===== src/rtl/tinyjambu_perm_engine_if.sv =====
// ---------------------------------------------------------------------------
// tinyjambu_perm_engine_if
// Request/result bundle for the TinyJAMBU permutation engine.
//   in_valid / in_ready   : request handshake (master -> engine)
//   state_in  [127:0]     : initial NLFSR state, s0 in [31:0] .. s3 in [127:96]
//   key_in    [127:0]     : key, k0 in [31:0] .. k3 in [127:96]
//   nsteps_in [5:0]       : number of 32-step iterations
//   out_valid / out_ready : result handshake (engine -> master)
//   state_out [127:0]     : permuted state, same packing as state_in
// ---------------------------------------------------------------------------
interface tinyjambu_perm_engine_if;
   logic         in_valid;
   logic         in_ready;
   logic [127:0] state_in;
   logic [127:0] key_in;
   logic [5:0]   nsteps_in;
   logic         out_valid;
   logic         out_ready;
   logic [127:0] state_out;

   modport master (
      output in_valid, state_in, key_in, nsteps_in, out_ready,
      input  in_ready, out_valid, state_out
   );

   modport slave (
      input  in_valid, state_in, key_in, nsteps_in, out_ready,
      output in_ready, out_valid, state_out
   );
endinterface


===== src/rtl/tinyjambu_perm_engine.sv =====
// ---------------------------------------------------------------------------
// tinyjambu_perm_engine
// Multi-cycle TinyJAMBU keyed permutation. Holds the 128-bit NLFSR state as
// four 32-bit words and applies up to UNROLL iterations (of 32 steps each)
// per clock, using the same funnel-shift windows as the scalar fsri ISE.
//   g_clk    : clock, rising edge
//   g_resetn : asynchronous active-low reset
//   bus      : slave side of tinyjambu_perm_engine_if (request + result)
// Parameter UNROLL : iterations per clock, legal values 1, 2, 4.
// ---------------------------------------------------------------------------
module tinyjambu_perm_engine #(
   parameter int UNROLL = 1
) (
   input  logic                    g_clk,
   input  logic                    g_resetn,
   tinyjambu_perm_engine_if.slave  bus
);

   typedef enum logic [1:0] {
      S_IDLE = 2'd0,
      S_RUN  = 2'd1,
      S_DONE = 2'd2
   } state_t;

   state_t       r_fsm;
   state_t       w_fsm_next;
   logic [127:0] r_state;
   logic [127:0] r_key;
   logic [5:0]   r_remain;
   logic [1:0]   r_kidx;

   logic [127:0] w_chain [UNROLL+1];
   logic [5:0]   w_step;
   logic [5:0]   w_remain_next;
   logic         w_accept;
   logic         w_in_ready;
   logic         w_out_valid;

   // One 32-step iteration: build the feedback word from the four fsri
   // windows and shift the word array down by one word.
   function automatic logic [127:0] f_iterate(input logic [127:0] i_s,
                                              input logic [31:0]  i_k);
      logic [63:0] w_s21;
      logic [63:0] w_s32;
      logic [31:0] w_t1;
      logic [31:0] w_t2;
      logic [31:0] w_t3;
      logic [31:0] w_t4;
      logic [31:0] w_f;
      w_s21 = i_s[95:32];    // {s2,s1}
      w_s32 = i_s[127:64];   // {s3,s2}
      w_t1  = w_s21[46:15];
      w_t2  = w_s32[37:6];
      w_t3  = w_s32[52:21];
      w_t4  = w_s32[58:27];
      w_f   = i_s[31:0] ^ w_t1 ^ ~(w_t2 & w_t3) ^ w_t4 ^ i_k;
      return {w_f, i_s[127:32]};
   endfunction

   // Chained iterations; stage j only fires while j iterations still remain,
   // so a short final cycle applies fewer than UNROLL iterations.
   assign w_chain[0] = r_state;
   for (genvar j = 0; j < UNROLL; j++) begin : g_stage
      logic [1:0] w_kidx;
      assign w_kidx = r_kidx + 2'(j);
      assign w_chain[j+1] = (6'(j) < r_remain)
                          ? f_iterate(w_chain[j], r_key[32*w_kidx +: 32])
                          : w_chain[j];
   end

   // step = min(UNROLL, remaining); the subtraction therefore never wraps.
   assign w_step        = (r_remain < 6'(UNROLL)) ? r_remain : 6'(UNROLL);
   assign w_remain_next = r_remain - w_step;
   assign w_accept      = bus.in_valid && (r_fsm == S_IDLE);

   // FSM state register
   // NOTE: every clocked assignment uses <= so all flops sample the same
   // pre-edge values regardless of statement order.
   always_ff @(posedge g_clk or negedge g_resetn) begin
      if (!g_resetn) begin
         r_fsm <= S_IDLE;
      end else begin
         r_fsm <= w_fsm_next;
      end
   end

   // Next state and handshake outputs. The outputs decode only the state
   // register, so there is no path from any input to any output.
   // An accept always passes through RUN, even with nsteps = 0: RUN with a
   // zero count applies nothing and moves to DONE one edge later.
   always_comb begin
      // NOTE: defaults first, so no path through the case leaves a signal
      // unassigned and no latch is inferred.
      w_fsm_next  = r_fsm;
      w_in_ready  = 1'b0;
      w_out_valid = 1'b0;
      unique case (r_fsm)
         S_IDLE: begin
            w_in_ready = 1'b1;
            if (w_accept) w_fsm_next = S_RUN;
         end
         S_RUN: begin
            if (w_remain_next == 6'd0) w_fsm_next = S_DONE;
         end
         S_DONE: begin
            w_out_valid = 1'b1;
            if (bus.out_ready) w_fsm_next = S_IDLE;
         end
         default: w_fsm_next = S_IDLE;
      endcase
   end

   // Datapath registers
   // NOTE: state and key are plain flops, not RAM, so they are cleared by
   // reset; a reset mid-run must leave no trace of the aborted operation.
   always_ff @(posedge g_clk or negedge g_resetn) begin
      if (!g_resetn) begin
         r_state  <= '0;
         r_key    <= '0;
         r_remain <= '0;
         r_kidx   <= '0;
      end else begin
         unique case (r_fsm)
            S_IDLE: begin
               if (w_accept) begin
                  r_state  <= bus.state_in;
                  r_key    <= bus.key_in;
                  r_remain <= bus.nsteps_in;
                  r_kidx   <= 2'd0;
               end
            end
            S_RUN: begin
               r_state  <= w_chain[UNROLL];
               r_remain <= w_remain_next;
               r_kidx   <= r_kidx + w_step[1:0];
            end
            default: ;  // DONE holds the result stable for the consumer
         endcase
      end
   end

   assign bus.in_ready  = w_in_ready;
   assign bus.out_valid = w_out_valid;
   assign bus.state_out = r_state;

endmodule


===== src/flat_wrapper.sv =====
// flat-port wrapper written by rule: the top's interface ports become plain ports
module tinyjambu_perm_engine_flat 
#(
   parameter int UNROLL = 1
)
  (g_clk, g_resetn, bus_in_valid, bus_state_in, bus_key_in, bus_nsteps_in, bus_out_ready, bus_in_ready, bus_out_valid, bus_state_out);
  tinyjambu_perm_engine_if bus_i ();
  input  logic g_clk;
  input  logic g_resetn;
  input wire logic [$bits(bus_i.in_valid)-1:0] bus_in_valid;
  input wire logic [$bits(bus_i.state_in)-1:0] bus_state_in;
  input wire logic [$bits(bus_i.key_in)-1:0] bus_key_in;
  input wire logic [$bits(bus_i.nsteps_in)-1:0] bus_nsteps_in;
  input wire logic [$bits(bus_i.out_ready)-1:0] bus_out_ready;
  output wire logic [$bits(bus_i.in_ready)-1:0] bus_in_ready;
  output wire logic [$bits(bus_i.out_valid)-1:0] bus_out_valid;
  output wire logic [$bits(bus_i.state_out)-1:0] bus_state_out;
  assign bus_i.in_valid = bus_in_valid;
  assign bus_i.state_in = bus_state_in;
  assign bus_i.key_in = bus_key_in;
  assign bus_i.nsteps_in = bus_nsteps_in;
  assign bus_i.out_ready = bus_out_ready;
  assign bus_in_ready = bus_i.in_ready;
  assign bus_out_valid = bus_i.out_valid;
  assign bus_state_out = bus_i.state_out;
  tinyjambu_perm_engine #(.UNROLL(UNROLL)) u_core (.g_clk(g_clk), .g_resetn(g_resetn), .bus(bus_i));
endmodule

===== config.mk =====
export PLATFORM = sky130hd
export DESIGN_NAME = tinyjambu_perm_engine_flat
export DESIGN_NICKNAME = d
export VERILOG_FILES = /design/src/rtl/tinyjambu_perm_engine_if.sv /design/src/rtl/tinyjambu_perm_engine.sv /design/src/flat_wrapper.sv
export SDC_FILE = /design/constraint.sdc
export NUM_CORES = 1
export LEC_CHECK = 0
export BUFFER_PORTS_ARGS = -buffer_cell sky130_fd_sc_hd__buf_2
export CAP_MARGIN = 20
export CORE_MARGIN = 4
export CORE_UTILIZATION = 55
export CTS_CLUSTER_DIAMETER = 200
export DETAILED_ROUTE_END_ITERATION = 8
export PLACE_DENSITY = 0.84
export SLEW_MARGIN = 10
export SYNTH_ARGS = -nofsm -noshare
export SYNTH_HDL_FRONTEND = slang
export SYNTH_SLANG_ARGS = --single-unit

===== constraint.sdc =====
create_clock -name g_clk -period 3.7 [get_ports g_clk]
set_clock_uncertainty 0.1 [all_clocks]
set_input_delay 0.37 -clock g_clk [delete_from_list [all_inputs] [get_ports g_clk]]
set_output_delay 0.37 -clock g_clk [all_outputs]
set_load 0.03 [all_outputs]

Word level (Yosys, flattened, before mapping)

Cells that the tools add are included.

Add/subtract/negate cells: 2
$lt $le $gt $ge: 2
Eq/ne operators: 6
Shift-type cells: 1
Mux-type cells: 14
Bitwise gates (word level): 6
Reductions and logical operators: 8

Operator list:

| cell                                                                  | count |
|---|---|
| 128-bit two-way mux                                                   | 2 |
| 128-bit one-hot mux with 2 select lines                               | 1 |
| 128-bit by 8-bit indexed part select with 32-bit output               | 1 |
| 32-bit bitwise XOR                                                    | 4 |
| 32-bit AND                                                            | 1 |
| 32-bit inverter                                                       | 1 |
| 6-bit two-way mux                                                     | 2 |
| 6-bit one-hot mux with 2 select lines                                 | 1 |
| 2-bit two-way mux                                                     | 4 |
| 6-bit logical NOT                                                     | 1 |
| 1-bit by 6-bit < comparator with 1-bit output, first input constant   | 1 |
| 6-bit by 1-bit < comparator with 1-bit output, second input constant  | 1 |
| 2-bit by 1-bit != test with 1-bit output, second input constant       | 3 |
| 2-bit one-hot mux with 3 select lines                                 | 1 |
| 3-bit AND reduction                                                   | 2 |
| 6-bit subtractor                                                      | 1 |
| 2-bit one-hot mux with 2 select lines                                 | 1 |
| 2-bit AND reduction                                                   | 2 |
| 2-bit adder                                                           | 1 |
| 2-bit by 1-bit equality test with 1-bit output, second input constant | 1 |
| 2-bit equality test, second input constant                            | 1 |
| 2-bit logical NOT                                                     | 1 |
| 1-bit two-way mux                                                     | 2 |
| 2-bit != test, second input constant                                  | 1 |
| 2 further kinds                                                       | 2 |

Register bits after elaboration: 266
Bits of input ports: 266
Output and inout bits: 130
Logic and storage cells: 44

Longest topological paths before layout

Depth in word-level cells: 7
Gate-level depth with buffers: 8
Mapped depth without buffers: 7

Worst setup path before layout

No wires, ideal clock.

Kind: register to register
From: reg u_core.r_remain[2]
To: reg u_core.r_fsm[0]
Setup time: 118 ps
Arrival time: 1,842 ps
Data required time: 3,482 ps
Slack: 1,640 ps
Stages on the path, launching flop included: 8
Path buffers: 0
Period minus slack after synthesis: 2,060 ps
Cell sequence: dfrtp_1 -> or4_4 -> o21bai_1 -> ha_1 -> nor2_1 -> xnor2_1 -> o2111ai_1 -> a21o_1

Cells in the longest elaborated chain, start to end: 6

RTL lines:

| what                                                        | RTL line                     | text |
|---|---|---|
| start, declared                                             | tinyjambu_perm_engine.sv:29  | `logic [5:0] r_remain;` |
| start signal, assigned                                      | tinyjambu_perm_engine.sv:128 | `r_remain <= bus.nsteps_in;` |
| start signal, assigned                                      | tinyjambu_perm_engine.sv:134 | `r_remain <= w_remain_next;` |
| 6-bit by 1-bit < comparator with 1-bit output               | tinyjambu_perm_engine.sv:72  | `assign w_step = (r_remain < 6'(UNROLL)) ? r_remain : 6'(UNROLL);` |
| 6-bit two-way mux                                           | tinyjambu_perm_engine.sv:72  |  |
| 6-bit subtractor *                                          | tinyjambu_perm_engine.sv:73  | `assign w_remain_next = r_remain - w_step;` |
| 6-bit logical NOT *                                         | tinyjambu_perm_engine.sv:103 | `if (w_remain_next == 6'd0) w_fsm_next = S_DONE;` |
| 2-bit by 1-bit != test with 1-bit output (no source line) * | n/a                          |  |
| 3-bit AND reduction (no source line) *                      | n/a                          |  |
| end signal, assigned                                        | tinyjambu_perm_engine.sv:83  | `r_fsm <= w_fsm_next;` |
| end, declared                                               | tinyjambu_perm_engine.sv:25  | `state_t r_fsm;` |

Every way passes the cells marked *; elsewhere a longest branch is shown, timed or not.
A chain may end at the register's enable or synchronous reset.

Final worst setup path

From: reg u_core.r_remain[2]
To: reg u_core.r_state[28], in the netlist u_core.bus.state_out[28]

Cells in the longest elaborated chain, start to end: 3

RTL lines:

| what                                                      | RTL line                     | text |
|---|---|---|
| 1-bit by 6-bit < comparator with 1-bit output             | tinyjambu_perm_engine.sv:66  | `assign w_chain[j+1] = (6'(j) < r_remain)` |
| 2-bit by 1-bit != test with 1-bit output (no source line) | n/a                          |  |
| 3-bit AND reduction (no source line)                      | n/a                          |  |
| end signal, assigned                                      | tinyjambu_perm_engine.sv:126 | `r_state <= bus.state_in;` |
| end signal, assigned                                      | tinyjambu_perm_engine.sv:133 | `r_state <= w_chain[UNROLL];` |
| end, declared                                             | tinyjambu_perm_engine.sv:27  | `logic [127:0] r_state;` |

Every way passes these cells.

==> results.sh <==
export IMPL_clkTransAtPathRegs_ns=0.07
export IMPL_synth_xor_area_frac=0.0969
export IMPL_grt_max_degree=135
export IMPL_drive_gt1_frac=0.250
export IMPL_cts_tree="yes"
export IMPL_die_area_sq_um=26900
export IMPL_wl_mm=56.2
export IMPL_gp_congestion=0.969
export IMPL_nNetsFinal=2249
export IMPL_cap_viol_max_count=0
export IMPL_path_cells="or4_4, o31ai_4, nand2_4, a31oi_1"
export IMPL_status="complete, but fails checks"
export IMPL_ios=396
export IMPL_drt_iter0_markers=2065
export IMPL_synth_top_family_by_area="simple AND/OR/NAND/NOR gates"
export IMPL_vias=14190
export IMPL_async_flop_share=1.00
export IMPL_post_cts_resized=0
export IMPL_dieWidth_um=164
export IMPL_area_delta_synth_final_pct=38.5
export IMPL_crit_path_end_kind="register"
export IMPL_synth_seq_cells=266
export IMPL_whs_ns=-0.000404
export IMPL_violations="negative hold slack"
export IMPL_synth_simple_gate_area_share=0.233
export IMPL_synth_area_sq_um=13400
export IMPL_peakVddDrop_mv=1.01
export IMPL_cts_buffer_depth=3
export IMPL_rsz0062_at_grt="false"
export IMPL_hold_path_class="in2reg"
export IMPL_cts_sinks=266
export IMPL_rows=56
export IMPL_cpPeakStageDelay_ns=0.60
export IMPL_fin_crit_ns=2.74
export IMPL_critical_path_top_delay_family="simple AND/OR/NAND/NOR gates"
export IMPL_ys_seq_area_frac=0.497
export IMPL_cts_root_buf="clkbuf_16"
export IMPL_synth_top_area_share=0.497
export IMPL_cpMaxStageDelayCell="or4_4"
export IMPL_p_per_area_nw_per_um2=1120
export IMPL_synth_edf_count=0
export IMPL_antenna_found_initial=5
export IMPL_ys_top_cells_by_count="616 x nand2_1, 266 x dfrtp_1, 129 x a31oi_1, 98 x nor3_1, 95 x clkbuf_1"
export IMPL_route_detailed_wl_per_inst_um=24.2
export IMPL_hold_viol_final=1
export IMPL_cp_max_fo=96
export IMPL_synth_cell_types=34
export IMPL_cp_num_buf_inv=0
export IMPL_met2_usage=0.650
export IMPL_yosysTopAreaCell="dfrtp_1"
export IMPL_postRouteAntennaNets=0
export IMPL_initial_core_util=0.564
export IMPL_fin_crit_sh=0.740
export IMPL_grt_pass1_wl_mm=82.6
export IMPL_clock_latency_ns=0.57
export IMPL_drt_pass1_iterations=9
export IMPL_via_per_inst=6.10
export IMPL_synthMuxAreaShare=0.0538
export IMPL_drt_drc_violations_left=0
export IMPL_synth_nets=1724
export IMPL_setup_violations=0
export IMPL_max_slew_margin=0.222
export IMPL_synth_compound_area_frac=0.0820
export IMPL_fillers=1484
export IMPL_fin_tns_setup_ns=0
export IMPL_coreArea_sq_um=23800
export IMPL_yosys_top_cells_area="dfrtp_1 50%, nand2_1 17%, a31oi_1 6.0%"
export IMPL_die_height_um=164
export IMPL_hpwl_mm=33.5
export IMPL_track_usage=0.411
export IMPL_post_cts_buffers=0
export IMPL_grt_pass1_vias=14272
export IMPL_cp_required_ns=4.04
export IMPL_worstPathArrival_ns=3.08
export IMPL_overflow=0
export IMPL_grt_met1_usage=0.493
export IMPL_critical_path_startpoint_type="register"
export IMPL_met3_usage=0.119
export IMPL_grt_busiest_layer="met2"
export IMPL_fmax_mhz=365
export IMPL_worstSetupPathType="reg2reg"
export IMPL_slew_viol_final=0
export IMPL_yosys_area_share_adder=0.00187
export IMPL_leakage_nw=9.25
export IMPL_cts_hold_buffers_added=194
export IMPL_synthesis_instances=1456
export IMPL_avgSynthCellArea_sq_um=9.20
export IMPL_cts_buffers=29
export IMPL_synth_most_common_cell="nand2_1"
export IMPL_worst_pin_slew_ns=1.17
export IMPL_yosys_warnings=0
export IMPL_htree_levels=1
export IMPL_portBuffers=395
export IMPL_synth_flop_cell="dfrtp_1"
export IMPL_power_total_mw=20.8
==> flip-flops by register name, summed over array words and instances (netlist names) <==
name	flops
u_core.r_key	128
u_core.r_kidx	2
u_core.r_fsm	2
u_core.bus.state_out	128
u_core.r_remain	6
==> worst register-to-register path: cells and delay by family, from the launching register on <==
kind / cells / cell delay [ns]
AND/OR/NAND/NOR: 2 / 1.19
AO/OA/AOI/OAI: 2 / 0.88
flip-flops: 1 / 0.46
==> final timing paths <==
path,start,end,slack (ns),cells after the start
worst max-delay path,u_core.r_remain[2],u_core.bus.state_out[28],0.96,4
worst min-delay path,bus_state_in[39],u_core.bus.state_out[39],-0.0004,3
worst max register to register,u_core.r_remain[2],u_core.bus.state_out[28],0.96,4
worst min register to register,u_core.r_key[119],u_core.r_key[119],0.37,2
max in group asynchronous,g_resetn,u_core.bus.state_out[21],2.18,3
min in group asynchronous,g_resetn,u_core.r_key[86],0.32,2
==> power breakdown <==
group | internal, mW | switching (mW) | leakage [nW]
sequential | 4.48 | 2.07 | 3.20
combinational | 4.56 | 6.53 | 5.52
clock | 1.93 | 1.26 | 0.521
==> layout make-up <==
cell class	instances	area [sq um]	share of cell area
flip-flops and latches	266	6660	0.359
multi-input cells	1078	6310	0.340
repair buffers	604	4130	0.223
clock buffers	35	788	0.0425
well taps	319	399	0.0215
clock inverters	19	251	0.0136
diodes	5	12.5	0.000674
inverters	2	7.51	0.000405
==> through the flow <==
stage,cell area [sq um],setup WS (ns),util,hold WS (ns),std cells
global route,18600,0.967,0.781,0.00725,2326
finish,18600,0.963,0.781,-0.000404,2328
floorplan,13400,1.64,-,-0.0256,1456
global placement,15500,1.17,0.654,0.344,2073
detailed placement,15500,1.12,0.654,0.342,2073
CTS,18500,1.16,0.779,0.000110,2321
==> cells in the final DEF, fill, tap and decap left out, types with 4 or more instances in the layout <==
cell / synthesis / final
a31oi_1: 129 / 128
and3_1: 32 / 32
buf_12: 0 / 7
buf_2: 9 / 394
buf_4: 0 / 7
bufinv_16: 0 / 6
clkbuf_16: 0 / 29
clkbuf_8: 0 / 4
clkinv_2: 0 / 11
dfrtp_1: 266 / 265
diode_2: 0 / 5
dlygate4sd3_1: 0 / 195
mux4_2: 32 / 32
nand2_1: 616 / 616
nor2_1: 9 / 9
nor3_1: 98 / 98
o21ai_0: 37 / 37
xnor2_1: 65 / 65
xnor3_1: 32 / 32
==> cell families after synthesis <==
group / Yosys count
AO/OA/AOI/OAI: 178
buffers and inverters: 112
adder cells (fa/ha/maj): 2
flip-flops: 266
AND/OR/NAND/NOR: 768
multiplexers: 32
XOR/XNOR: 98
==> routing by layer <==
layer / routed length (um) / part of all wire
met5: 21 / 0.00037
met4: 4620 / 0.082
met2: 26100 / 0.46
met1: 18800 / 0.33
met3: 6700 / 0.12
No activity file was read; power rests on OpenSTA's default activity.
